[src/rtl/keypad_entry_display.sv]
`default_nettype none
// ============================================================================
// Module   : keypad_entry_display
// Purpose  : 4-digit calculator-style key entry buffer driving a multiplexed
//            common-cathode 7-segment display (leading positions blanked).
//            Optional macro KEYPAD_ENTRY_DP_OVF_EN lights the leftmost
//            decimal point while the overflow flag is set.
// Revision : 1.0 - initial release
// ============================================================================
module keypad_entry_display #(
   parameter int REFRESH_DIV = 50000,
   parameter int CNT_W       = 16
) (
   input  logic       clk,
   input  logic       rst,
   input  logic [3:0] key_code,
   input  logic       key_valid,
   output logic [7:0] seg,
   output logic [3:0] dig_sel,
   output logic [2:0] entry_count,
   output logic       overflow
);

   localparam logic [CNT_W-1:0] c_cnt_last = CNT_W'(REFRESH_DIV - 1);
   localparam logic [3:0]       c_key_clr  = 4'hE;
   localparam logic [3:0]       c_key_bsp  = 4'hF;

   logic [3:0][3:0]  d_q, d_d;
   logic [2:0]       count_q, count_d;
   logic             ovf_q, ovf_d;
   logic             key_valid_q, key_valid_d;
   logic             arm_q, arm_d;
   logic [CNT_W-1:0] cnt_q, cnt_d;
   logic [1:0]       idx_q, idx_d;
   logic [3:0]       dig_sel_q, dig_sel_d;
   logic [7:0]       seg_q, seg_d;
   logic             accept;
   logic [3:0]       cur_digit;

   // A press already in progress when reset releases must not count, so key
   // acceptance stays disarmed until key_valid has been seen low once.
   assign accept = key_valid & ~key_valid_q & arm_q;
   assign cur_digit = d_q[idx_q];

   always_comb begin
      d_d         = d_q;
      count_d     = count_q;
      ovf_d       = ovf_q;
      key_valid_d = key_valid;
      arm_d       = arm_q | ~key_valid;
      cnt_d       = cnt_q;
      idx_d       = idx_q;

      if (accept) begin
         if (key_code == c_key_clr) begin
            d_d     = '0;
            count_d = 3'd0;
            ovf_d   = 1'b0;
         end else if (key_code == c_key_bsp) begin
            d_d     = {4'h0, d_q[3], d_q[2], d_q[1]};
            count_d = (count_q == 3'd0) ? 3'd0 : count_q - 3'd1;
         end else begin
            d_d = {d_q[2], d_q[1], d_q[0], key_code};
            if (count_q == 3'd4) begin
               ovf_d = 1'b1;
            end else begin
               count_d = count_q + 3'd1;
            end
         end
      end

      if (cnt_q == c_cnt_last) begin
         cnt_d = '0;
         idx_d = idx_q + 2'd1;
      end else begin
         cnt_d = cnt_q + 1'b1;
      end

      dig_sel_d = ~(4'b0001 << idx_q);

      seg_d = 8'h00;
      if ({1'b0, idx_q} < count_q) begin
         case (cur_digit)
            4'h0:    seg_d = 8'h3F;
            4'h1:    seg_d = 8'h06;
            4'h2:    seg_d = 8'h5B;
            4'h3:    seg_d = 8'h4F;
            4'h4:    seg_d = 8'h66;
            4'h5:    seg_d = 8'h6D;
            4'h6:    seg_d = 8'h7D;
            4'h7:    seg_d = 8'h07;
            4'h8:    seg_d = 8'h7F;
            4'h9:    seg_d = 8'h6F;
            4'hA:    seg_d = 8'h77;
            4'hB:    seg_d = 8'h7C;
            4'hC:    seg_d = 8'h39;
            4'hD:    seg_d = 8'h5E;
            default: seg_d = 8'h00;
         endcase
      end
`ifdef KEYPAD_ENTRY_DP_OVF_EN
      seg_d[7] = ovf_q && (idx_q == 2'd3);
`else
      seg_d[7] = 1'b0;
`endif
   end

   always_ff @(posedge clk or negedge rst) begin
      if (!rst) begin
         d_q         <= '0;
         count_q     <= 3'd0;
         ovf_q       <= 1'b0;
         key_valid_q <= 1'b0;
         arm_q       <= 1'b0;
         cnt_q       <= '0;
         idx_q       <= 2'd0;
         dig_sel_q   <= 4'b1110;
         seg_q       <= 8'h00;
      end else begin
         d_q         <= d_d;
         count_q     <= count_d;
         ovf_q       <= ovf_d;
         key_valid_q <= key_valid_d;
         arm_q       <= arm_d;
         cnt_q       <= cnt_d;
         idx_q       <= idx_d;
         dig_sel_q   <= dig_sel_d;
         seg_q       <= seg_d;
      end
   end

   assign seg         = seg_q;
   assign dig_sel     = dig_sel_q;
   assign entry_count = count_q;
   assign overflow    = ovf_q;

endmodule
`default_nettype wire

[config.mk]
export PLATFORM = sky130hd
export DESIGN_NAME = keypad_entry_display
export DESIGN_NICKNAME = d
export VERILOG_FILES = /design/src/rtl/keypad_entry_display.sv
export SDC_FILE = /design/constraint.sdc
export NUM_CORES = 1
export LEC_CHECK = 0
export BUFFER_PORTS_ARGS = -buffer_cell sky130_fd_sc_hd__buf_2
export CORE_UTILIZATION = 38
export CTS_BUF_LIST = sky130_fd_sc_hd__clkbuf_8 sky130_fd_sc_hd__clkbuf_16
export DETAILED_ROUTE_END_ITERATION = 7
export PLACE_DENSITY_LB_ADDON = 0.05
export SLEW_MARGIN = 30
export SYNTH_ARGS = -nofsm -noshare
export SYNTH_HDL_FRONTEND = slang
export SYNTH_SLANG_ARGS = --single-unit
[constraint.sdc]
create_clock -name clk -period 2.59 [get_ports clk]
set_input_delay 0.259 -clock clk [delete_from_list [all_inputs] [get_ports clk]]
set_output_delay 0.259 -clock clk [all_outputs]
set_load 0.01 [all_outputs]
After elaboration in Yosys (flattened, before gate mapping)
Memories as Yosys holds them, arrays and structs flattened.
Cells that the tools add are included.
Cells by class
  $add $sub $neg: 4
  $lt $le $gt $ge: 2
  equal/unequal tests: 6
  shift-type cells: 1
  mux-type cells: 13
  bitwise gates (word level): 6
  reductions and logical operators: 4
Operator list (number)
  two-way mux 16 bit: 3
  adder 16 x 1 -> 16 bit (second input constant): 1
  equality test 16 bit (second input constant): 1
  two-way mux 3 bit: 4
  binary-select mux 4 bit (select 2 bit): 1
  equality test 4 bit (second input constant): 2
  two-way mux 7 bit: 1
  two-way mux 4 bit: 1
  NOT 4 bit: 1
  left shift 1 x 2 -> 4 bit (first input constant): 1
  adder 3 x 1 -> 3 bit (second input constant): 1
  equality test 3 bit (second input constant): 1
  logical NOT 3 bit: 1
  < comparator 2 x 3 -> 1 bit: 1
  < comparator 2 x 3 -> 1 bit (second input constant): 1
  two-way mux 1 bit: 3
  inequality test 3 bit (second input constant): 1
  AND reduction 3 bit: 1
  subtractor 3 x 1 -> 3 bit (second input constant): 1
  adder 2 x 1 -> 2 bit (second input constant): 1
  bitwise AND 1 bit: 2
  inequality test 2 bit (second input constant): 1
  NOT 1 bit: 2
  AND reduction 2 bit: 1
  2 further kinds: 2
Word-level totals
  flip-flop bits (word level): 51
  ROM bits: 112
  memories kept: 1
Memories
  (no name shown): words 16, bits a word 7, rd ports 1, clocked after memory_dff 0, write ports 0, RTL line 83  | case (cur_digit)

Logic depth before layout (Yosys ltp)
Gate-level depths: netlist of the first run.
  word-level depth: 4
  mapped depth: 7

Least setup slack after synthesis of the first run
Ideal clock, no wire load.
  kind: flip-flop to flip-flop
  start point: register idx_q[0]
  end point: register seg_q[3] (netlist: seg[3])
  setup time: 78 ps
  arrival time: 1803 ps
  path slack: 710 ps
  stages on the path, launching flop included: 6
  period minus slack after synthesis: 1880 ps
  cells stage by stage: dfrtp_1 > mux4_2 > ha_1 > nor2b_1 > a211o_1 > a21oi_1
On the way
  word-level cells in the longest chain between the ends: 4
  elaborated cells between the ends (all ways): 5
Ends and longest elaborated chain
  from (decl): RTL line 34  | logic [1:0] idx_q, idx_d;
  from (signal assigned): RTL line 126  | idx_q <= idx_d;
  binary-select mux 4 bit (select 2 bit): RTL line 43  | assign cur_digit = d_q[idx_q];
  two-way mux 4 bit (not written as such): RTL line 43
  memory (16 x 7 bit)
  two-way mux 7 bit (*): RTL line 82  | if ({1'b0, idx_q} < count_q) begin
  via seg_d[3]: RTL line 36  | logic [7:0] seg_q, seg_d;
  to (signal assigned): RTL line 128  | seg_q <= seg_d;
  to (decl): RTL line 36
Mark *: on every way through the listed nets, which the timed path passes. The rest lies on a longest branch. The select of a mux whose other input is x is not followed.
A chain may end at the register's enable or synchronous reset.

Final worst setup path of the first run
Same ends and word-level chain as after synthesis.

==> results of run 1 <==
-- metrics by stage --
| step | cell area [sq um] | worst slack (ps) | utilization [%] | hold slack (ps) |
|---|---|---|---|---|
| final | 2943 | 538.6 | 43.31 | 56.48 |
| after floorplan | 2661 | 709.5 | - | -36.59 |
| after detailed placement | 2843 | 527.3 | 41.84 | 400.8 |
| after global routing | 2943 | 387.5 | 43.31 | 72.28 |
| after global placement | 2843 | 582.2 | 41.84 | 397.7 |
| after CTS | 2943 | 507.5 | 43.31 | 79.60 |
-- cell type report --
cell class | count | area, sq um
fill | 665 | 3851
clock buffer | 7 | 96.34
inverter | 16 | 60.06
clock inverter | 1 | 3.754
multi-input combinational | 180 | 1262
sequential | 51 | 1280
tap | 96 | 120.1
timing repair buffer | 23 | 120.1
-- cells in the mapped netlist (2+ instances only) --
| cell type | number |
|---|---|
| sky130_fd_sc_hd__dfrtp_1 | 48 |
| sky130_fd_sc_hd__nand2_1 | 26 |
| sky130_fd_sc_hd__mux4_2 | 4 |
| sky130_fd_sc_hd__mux2i_1 | 4 |
| sky130_fd_sc_hd__xor2_1 | 5 |
| sky130_fd_sc_hd__mux2_2 | 3 |
| sky130_fd_sc_hd__nor2_1 | 14 |
| sky130_fd_sc_hd__or4bb_1 | 2 |
| sky130_fd_sc_hd__nor2b_1 | 5 |
| sky130_fd_sc_hd__clkbuf_1 | 8 |
| sky130_fd_sc_hd__a211oi_1 | 2 |
| sky130_fd_sc_hd__inv_1 | 16 |
| sky130_fd_sc_hd__ha_1 | 15 |
| sky130_fd_sc_hd__a22o_1 | 6 |
| sky130_fd_sc_hd__a221oi_1 | 2 |
| sky130_fd_sc_hd__a211o_1 | 2 |
| sky130_fd_sc_hd__buf_2 | 2 |
| sky130_fd_sc_hd__nor3_1 | 2 |
| sky130_fd_sc_hd__o21ai_0 | 22 |
| sky130_fd_sc_hd__dfstp_2 | 3 |
| sky130_fd_sc_hd__a21oi_1 | 17 |
| sky130_fd_sc_hd__xnor2_1 | 7 |
| sky130_fd_sc_hd__and3_1 | 12 |
| sky130_fd_sc_hd__o211ai_1 | 2 |
| sky130_fd_sc_hd__nand2b_1 | 3 |
| sky130_fd_sc_hd__nand3_1 | 10 |
-- sequential cells by signal, summed over array words and instances (netlist names) --
signal       flops
entry_count      3
key_valid_q      1
arm_q            1
cnt_q           16
d_q             16
seg              7
overflow         1
dig_sel          4
idx_q            2
-- metal layers --
layer,global-route usage (%),vias to the layer above
met5,0,-
met4,5.455,0
met3,2.791,5
met2,25.67,17
met1,20.68,909
li1,-,936
-- power by group through the flow --
| stage | combinational [W] | sequential, W | clock (W) |
|---|---|---|---|
| floorplan | 0.000299 | 0.00104 | 0 |
| global placement | 0.000504 | 0.00102 | 0 |
| detailed placement | 0.000501 | 0.00101 | 0 |
| CTS | 0.000504 | 0.000997 | 0.000526 |
| global route | 0.000569 | 0.00102 | 0.000565 |
| finish | 0.000497 | 0.000996 | 0.000504 |
-- critical path, delay by kind of cell (launching register included) --
| kind | cells | cell delay (ps) |
|---|---|---|
| fa+ha+maj | 1 | 270 |
| flops | 1 | 550 |
| compound gates | 2 | 410 |
| mux | 1 | 610 |
| simple gates | 1 | 140 |
-- layout by cell type (no fill, tap or decap), types with 10 or more instances in the layout --
master and n:
sky130_fd_sc_hd__buf_2 21, sky130_fd_sc_hd__o21ai_0 22, sky130_fd_sc_hd__ha_1 15, sky130_fd_sc_hd__a21oi_1 17
sky130_fd_sc_hd__and3_1 12, sky130_fd_sc_hd__nor2_1 14, sky130_fd_sc_hd__nand3_1 10, sky130_fd_sc_hd__dfrtp_1 48
sky130_fd_sc_hd__nand2_1 26, sky130_fd_sc_hd__inv_1 17
-- path summary, 6_finish.rpt --
check	from	endpoint	slack, ps
worst max-delay path	idx_q[0]	seg[3]	540
worst min-delay path	rst	d_q[5]	60
min in group clk	key_valid	key_valid_q	90
worst min register to register	arm_q	arm_q	480
worst max register to register	idx_q[0]	seg[3]	540
max in group asynchronous	rst	cnt_q[5]	2090
-- cells by family after synthesis --
kind of cell / after synthesis
simple gates: 84
compound gates: 57
flops: 51
buf+inv: 28
fa+ha+maj: 15
xor+xnor: 12
mux: 11
other cells: 1
==> results.md, run 1 <==
## Clock tree
* 300 ps — worst skew pair latency
* done — clock tree from TritonCTS
* sky130_fd_sc_hd__clkbuf_8 — root buffer cell
* 0 — hold buffer count at cts
* 2 — Bufs on Longest Clock Path
* 5 — clock buffers created by TritonCTS
* 0 — buffers inserted by post-CTS timing repair
* 2 — level count of the clock H-tree
* 90 ps — Clk pin slew, worst setup/hold paths
* 0 — Resized cells post-CTS
* 51 — count of clock tree sinks

## Logic synthesis
* 17.16% — post-synthesis simple-gate area fraction
* simple AND/OR/NAND/NOR gates — combinational family with the most area after synthesis
* 51 — Seq cells post-synth
* 48.10% — sequential-to-total area share from yosys stat
* sky130_fd_sc_hd__dfrtp_1 — top flip-flop cell by instance count after synthesis
* 259 — number of instances in the synthesized netlist
* 10.28 sq um — Syn Area/Cell
* 45.13% — area share of the leading cell type in the synthesized netlist
* 6.159% — portion of netlist area occupied by mux cells
* 43 — number of distinct library cells after synthesis
* 0.002661 sq mm — mapped cell area
* sky130_fd_sc_hd__dfrtp_1 — post-synth top area cell
* sky130_fd_sc_hd__dfrtp_1 45%, sky130_fd_sc_hd__ha_1 7.1%, sky130_fd_sc_hd__o21ai_0 4.1% — Synth area leaders
* 7.052% — fraction of the mapped netlist area in adder cells
* 3.949% — parity-gate share of the synthesized area counting xor and xnor cells
* 281 — syn_nets
* 0 — number of synthesis warnings
* 100.0% — share of flip-flops with an asynchronous set or reset
* 0 — EDFF count, synth
* 12.98% — fraction of the mapped netlist area in compound gates

## Power
* 0.001371 W — internal power
* 678.6 mW/mm^2 — total power density per cell area
* 0.001997 W — power after layout
* 25.2% — clock power share
* 24.9% — Gate power share
* 49.9% — Sequential Power Share
* 0.0002517 V — maximum vdd drop
* 1.361 nW — standby leakage power
* 0.0006258 W — net switching power
* 31.34% — share of total power consumed by net switching

## Critical path
* 5 — R2R depth
* register — Worst setup EP type
* 610 ps — Slowest Stage Delay on Critical Path
* register — startpoint type of the worst setup path
* sky130_fd_sc_hd__mux4_2 — critical-path cell with the highest stage delay
* 2280 ps — arrival time of the worst setup path
* 2820 ps — Required @ worst endpoint
* 8 — maximum fanout count along the critical path
* register to register — CP Class
* mux4_2 > ha_1 > nor2b_1 > a211o_1 > a21oi_1 — cell-by-cell trace of the critical path

## Routing
* 0 — DRC violations left
* 112 um — met3 layer wire length in the routed design
* 4.992 — vias per std cell
* 0 — Post-DRT Antenna Nets
* 100 — number of DRC markers in iteration 0
* 13.64 um — Routed wire per std cell
* 5103 um — Post-Route WL
* 2512 um — WL met1
* 2408 um — detailed route wirelength on metal2
* met4 — highest metal layer with signal wires
* 4 — number of iterations in the first detailed-routing pass
* 1867 — count of vias placed by the detailed router

## Die
* 85.69 um — x dimension of the die
* 23 — I/O pins
* 30 — Std-Cell Rows
* 85.69 um — height of the die
* 39.17% — initial core utilization
* 0.007342 sq mm — Die ar.
* 0.006794 sq mm — area of the core region

## Global route
* 0 — antenna violations before repair
* 0 — GR Overflow Total
* 8935 um — first-pass GRT wire length
* 15.57% — Tot GR Track Use
* 1794 — via count of the first global-routing pass
* 52 — pin count of the biggest net entering global routing

## Timing
* 2051 ps — min Tclk post-route
* 710.1 ps — Slew @ Worst Pin
* 0 — Final setup viols
* 52.66% — worst slew margin relative to its limit
* 0 ps — Post-Route Setup TNS
* 487.5 MHz — max frequency
* 0 — final hold vios
* 79.20% — Tcrit/Tclk final
* 0 — final number of max-transition violations
* 6.078 ps — clk_skew
* false — RSZ-0062 raised after global routing

## Place
* 21 — number of buffers added on ports
* 3361 um — detailed placement HPWL
* 0.7426 — Placer Congestion
* 366 — placed cell count

## Final layout
* 299 — fin nets
* 16.91% — layout cells sized above 1
* 0 — number of diodes added for antenna fixing
* 10.58% — Area growth, synth to finish
* 374 — Final Instance Count excl. Fillers

## Status
* finished clean — run status

## Min path
* input port to async pin — worst min path class

## Job
* 0 — Max Cap Violations

(Power assumes the default switching activity.)
==> run 2, diff against run 1 <==
==> constraint.sdc (replaced) <==
create_clock -name clk -period 1.9 [get_ports clk]
set_input_delay 0.19 -clock clk [delete_from_list [all_inputs] [get_ports clk]]
set_output_delay 0.19 -clock clk [all_outputs]
set_load 0.01 [all_outputs]
==> run 2 against run 1 <==
- count of clock-buffer cells in the layout fell by 2
- critical path type unchanged
- utilization rose by 2.3 points
- wire length rose by 0.90%
- largest cell class unchanged
- global-route usage fell by 0.18 points
==> results.md, run 2 (synthesized netlist as in run 1, its figures left out) <==
## Timing
* false — RSZ-0062 raised after global routing
* 0 — final number of max-transition violations
* 95.47% — Tcrit/Tclk final
* 541.1 ps — Slew @ Worst Pin
* 551.3 MHz — max frequency
* 1814 ps — min Tclk post-route
* 85.99 ps — post-layout worst setup margin
* 0 — final hold vios
* 63.92% — worst slew margin relative to its limit
* 0 — Final setup viols
* 3.649 ps — clk_skew

## Final layout
* 23.23% — layout cells sized above 1
* 667 — number of fill cells in the layout
* 0.003099 sq mm — post-route cell area
* 45.62% — final core occ
* 0.001277 sq mm — footprint of the multi-input gates
* 393 — Final Instance Count excl. Fillers
* 318 — fin nets
* 16.46% — Area growth, synth to finish
* 0 — number of diodes added for antenna fixing
* sky130_fd_sc_hd__dfrtp_1 — leading cell type in the layout, fill and taps excluded
* 0.001282 sq mm — sequential cell area in the final layout
* 46 x sky130_fd_sc_hd__dfrtp_1, 26 x sky130_fd_sc_hd__nand2_1, 22 x sky130_fd_sc_hd__o21ai_0, 21 x sky130_fd_sc_hd__buf_2, 19 x sky130_fd_sc_hd__buf_4 — highest-count cells in the layout ignoring fill and taps

## Critical path
* 2050 ps — arrival time of the worst setup path
* 2130 ps — Required @ worst endpoint
* register to register — CP Class
* 4 — maximum fanout count along the critical path
* sky130_fd_sc_hd__mux4_2 — critical-path cell with the highest stage delay
* mux4_2 > ha_2 > nor2b_1 > a211o_1 > a21oi_1 — cell-by-cell trace of the critical path
* idx_q[0] — worst r2r src
* 570 ps — Slowest Stage Delay on Critical Path
* register — startpoint type of the worst setup path
* register — Worst setup EP type
* idx_q[0] — critical path launch point

## Die
* 30 — Std-Cell Rows
* 0.006794 sq mm — area of the core region
* 85.69 um — x dimension of the die
* 39.17% — initial core utilization
* 0.007342 sq mm — Die ar.
* 85.69 um — height of the die
* 23 — I/O pins

## Routing
* 4 — number of iterations in the first detailed-routing pass
* 13.10 um — Routed wire per std cell
* 0 — Post-DRT Antenna Nets
* 0 — DRC violations left
* 4.962 — vias per std cell
* 5149 um — Post-Route WL
* 66 — number of DRC markers in iteration 0
* 1950 — count of vias placed by the detailed router

## Power
* 864.8 mW/mm^2 — total power density per cell area
* 0.0003033 V — maximum vdd drop
* 1.452 nW — standby leakage power

## Place
* 0.7588 — Placer Congestion
* 3498 um — detailed placement HPWL
* 0.002975 sq mm — placed inst area
* 21 — number of buffers added on ports
* -31.92 ps — post-placement worst setup slack
* 382 — placed cell count

## Clock tree
* 2 — level count of the clock H-tree
* 5 — clock buffers created by TritonCTS
* 300 ps — worst skew pair latency
* 51 — count of clock tree sinks
* 90 ps — Clk pin slew, worst setup/hold paths
* sky130_fd_sc_hd__clkbuf_8 — root buffer cell
* done — clock tree from TritonCTS
* 2 — Bufs on Longest Clock Path

## Global route
* 15.39% — Tot GR Track Use
* 0 — GR Overflow Total
* 8866 um — first-pass GRT wire length
* 0 — antenna violations before repair
* 1861 — via count of the first global-routing pass
* 52 — pin count of the biggest net entering global routing

## Min path
* key_valid — startpoint of the most critical hold path
* input port to register — worst min path class

## Job
* 0 — Max Cap Violations

## Status
* finished clean — run status

-- run 2: changes by cell type in the layout (fill, tap and decap cells not counted), moves of 2 or more --
cell                       previous run  this run
sky130_fd_sc_hd__buf_4                2        19
sky130_fd_sc_hd__dfrtp_1             48        46
sky130_fd_sc_hd__clkbuf_8             7         5
sky130_fd_sc_hd__ha_1                15        13
sky130_fd_sc_hd__dfrtp_2              0         2
-- run 2: timing repair --
| action | 4_1_cts | 5_1_grt |
|---|---|---|
| setup endpoints to repair | 2 | 4 |
| gates cloned | 0 | 0 |
| hold buffers | 1 | 0 |
| pin swaps | 0 | 1 |
| endpoints found under the hold margin | 48 | 0 |
| resized for setup | 1 | 5 |
| buffers inserted | 0 | 2 |
-- run 2: final timing paths --
path	to	slack, ps	cells after the start
max in group asynchronous	dig_sel[1]	1200	3
max	seg[3]	90	5
max reg2reg	seg[3]	90	5
min in group asynchronous	d_q[10]	390	3
min reg2reg	cnt_q[15]	480	1
min	key_valid_q	10	1
-- run 2: power by group --
part / leakage, nW / internal, W / switching, W / total [W]
Clock: 0.0505 / 0.000249 / 0.000355 / 0.000604
Sequential: 0.634 / 0.00125 / 0.000114 / 0.00136
Combinational: 0.767 / 0.000332 / 0.000384 / 0.000716
-- run 2: through the flow --
stage	hold WS, ps	power, W	setup TNS, ps
2_1_floorplan	-105.6	0.001821	0
3_3_place_gp	209.8	0.002108	0
3_5_place_dp	208.3	0.002104	-31.92
4_1_cts	2.046	0.002727	0
5_1_grt	3.186	0.002881	0
6_report	12.09	0.002680	0
-- run 2: area by class of cell --
type / count / area share, %
Tap cell: 96 / 3.876
Clock buffer: 5 / 2.220
Timing Repair Buffer: 42 / 8.962
Clock inverter: 3 / 0.4037
Multi-Input combinational cell: 180 / 41.22
Sequential cell: 51 / 41.38
Inverter: 16 / 1.938
-- run 2: critical path: cells and delay by family, from the launching register on --
kind / cells / cell delay (ps)
and+or+nand+nor: 1 / 120
muxes: 1 / 570
AOI/OAI and AO/OA: 2 / 410
DFF: 1 / 420
adders and majority gates: 1 / 220
-- run 2: routing by layer --
layer  share of wire, %  track usage, %
met1                 49           19.50
met2                 47           26.18
met3                2.1           3.272
met4                1.4           5.152
met5                  0               0
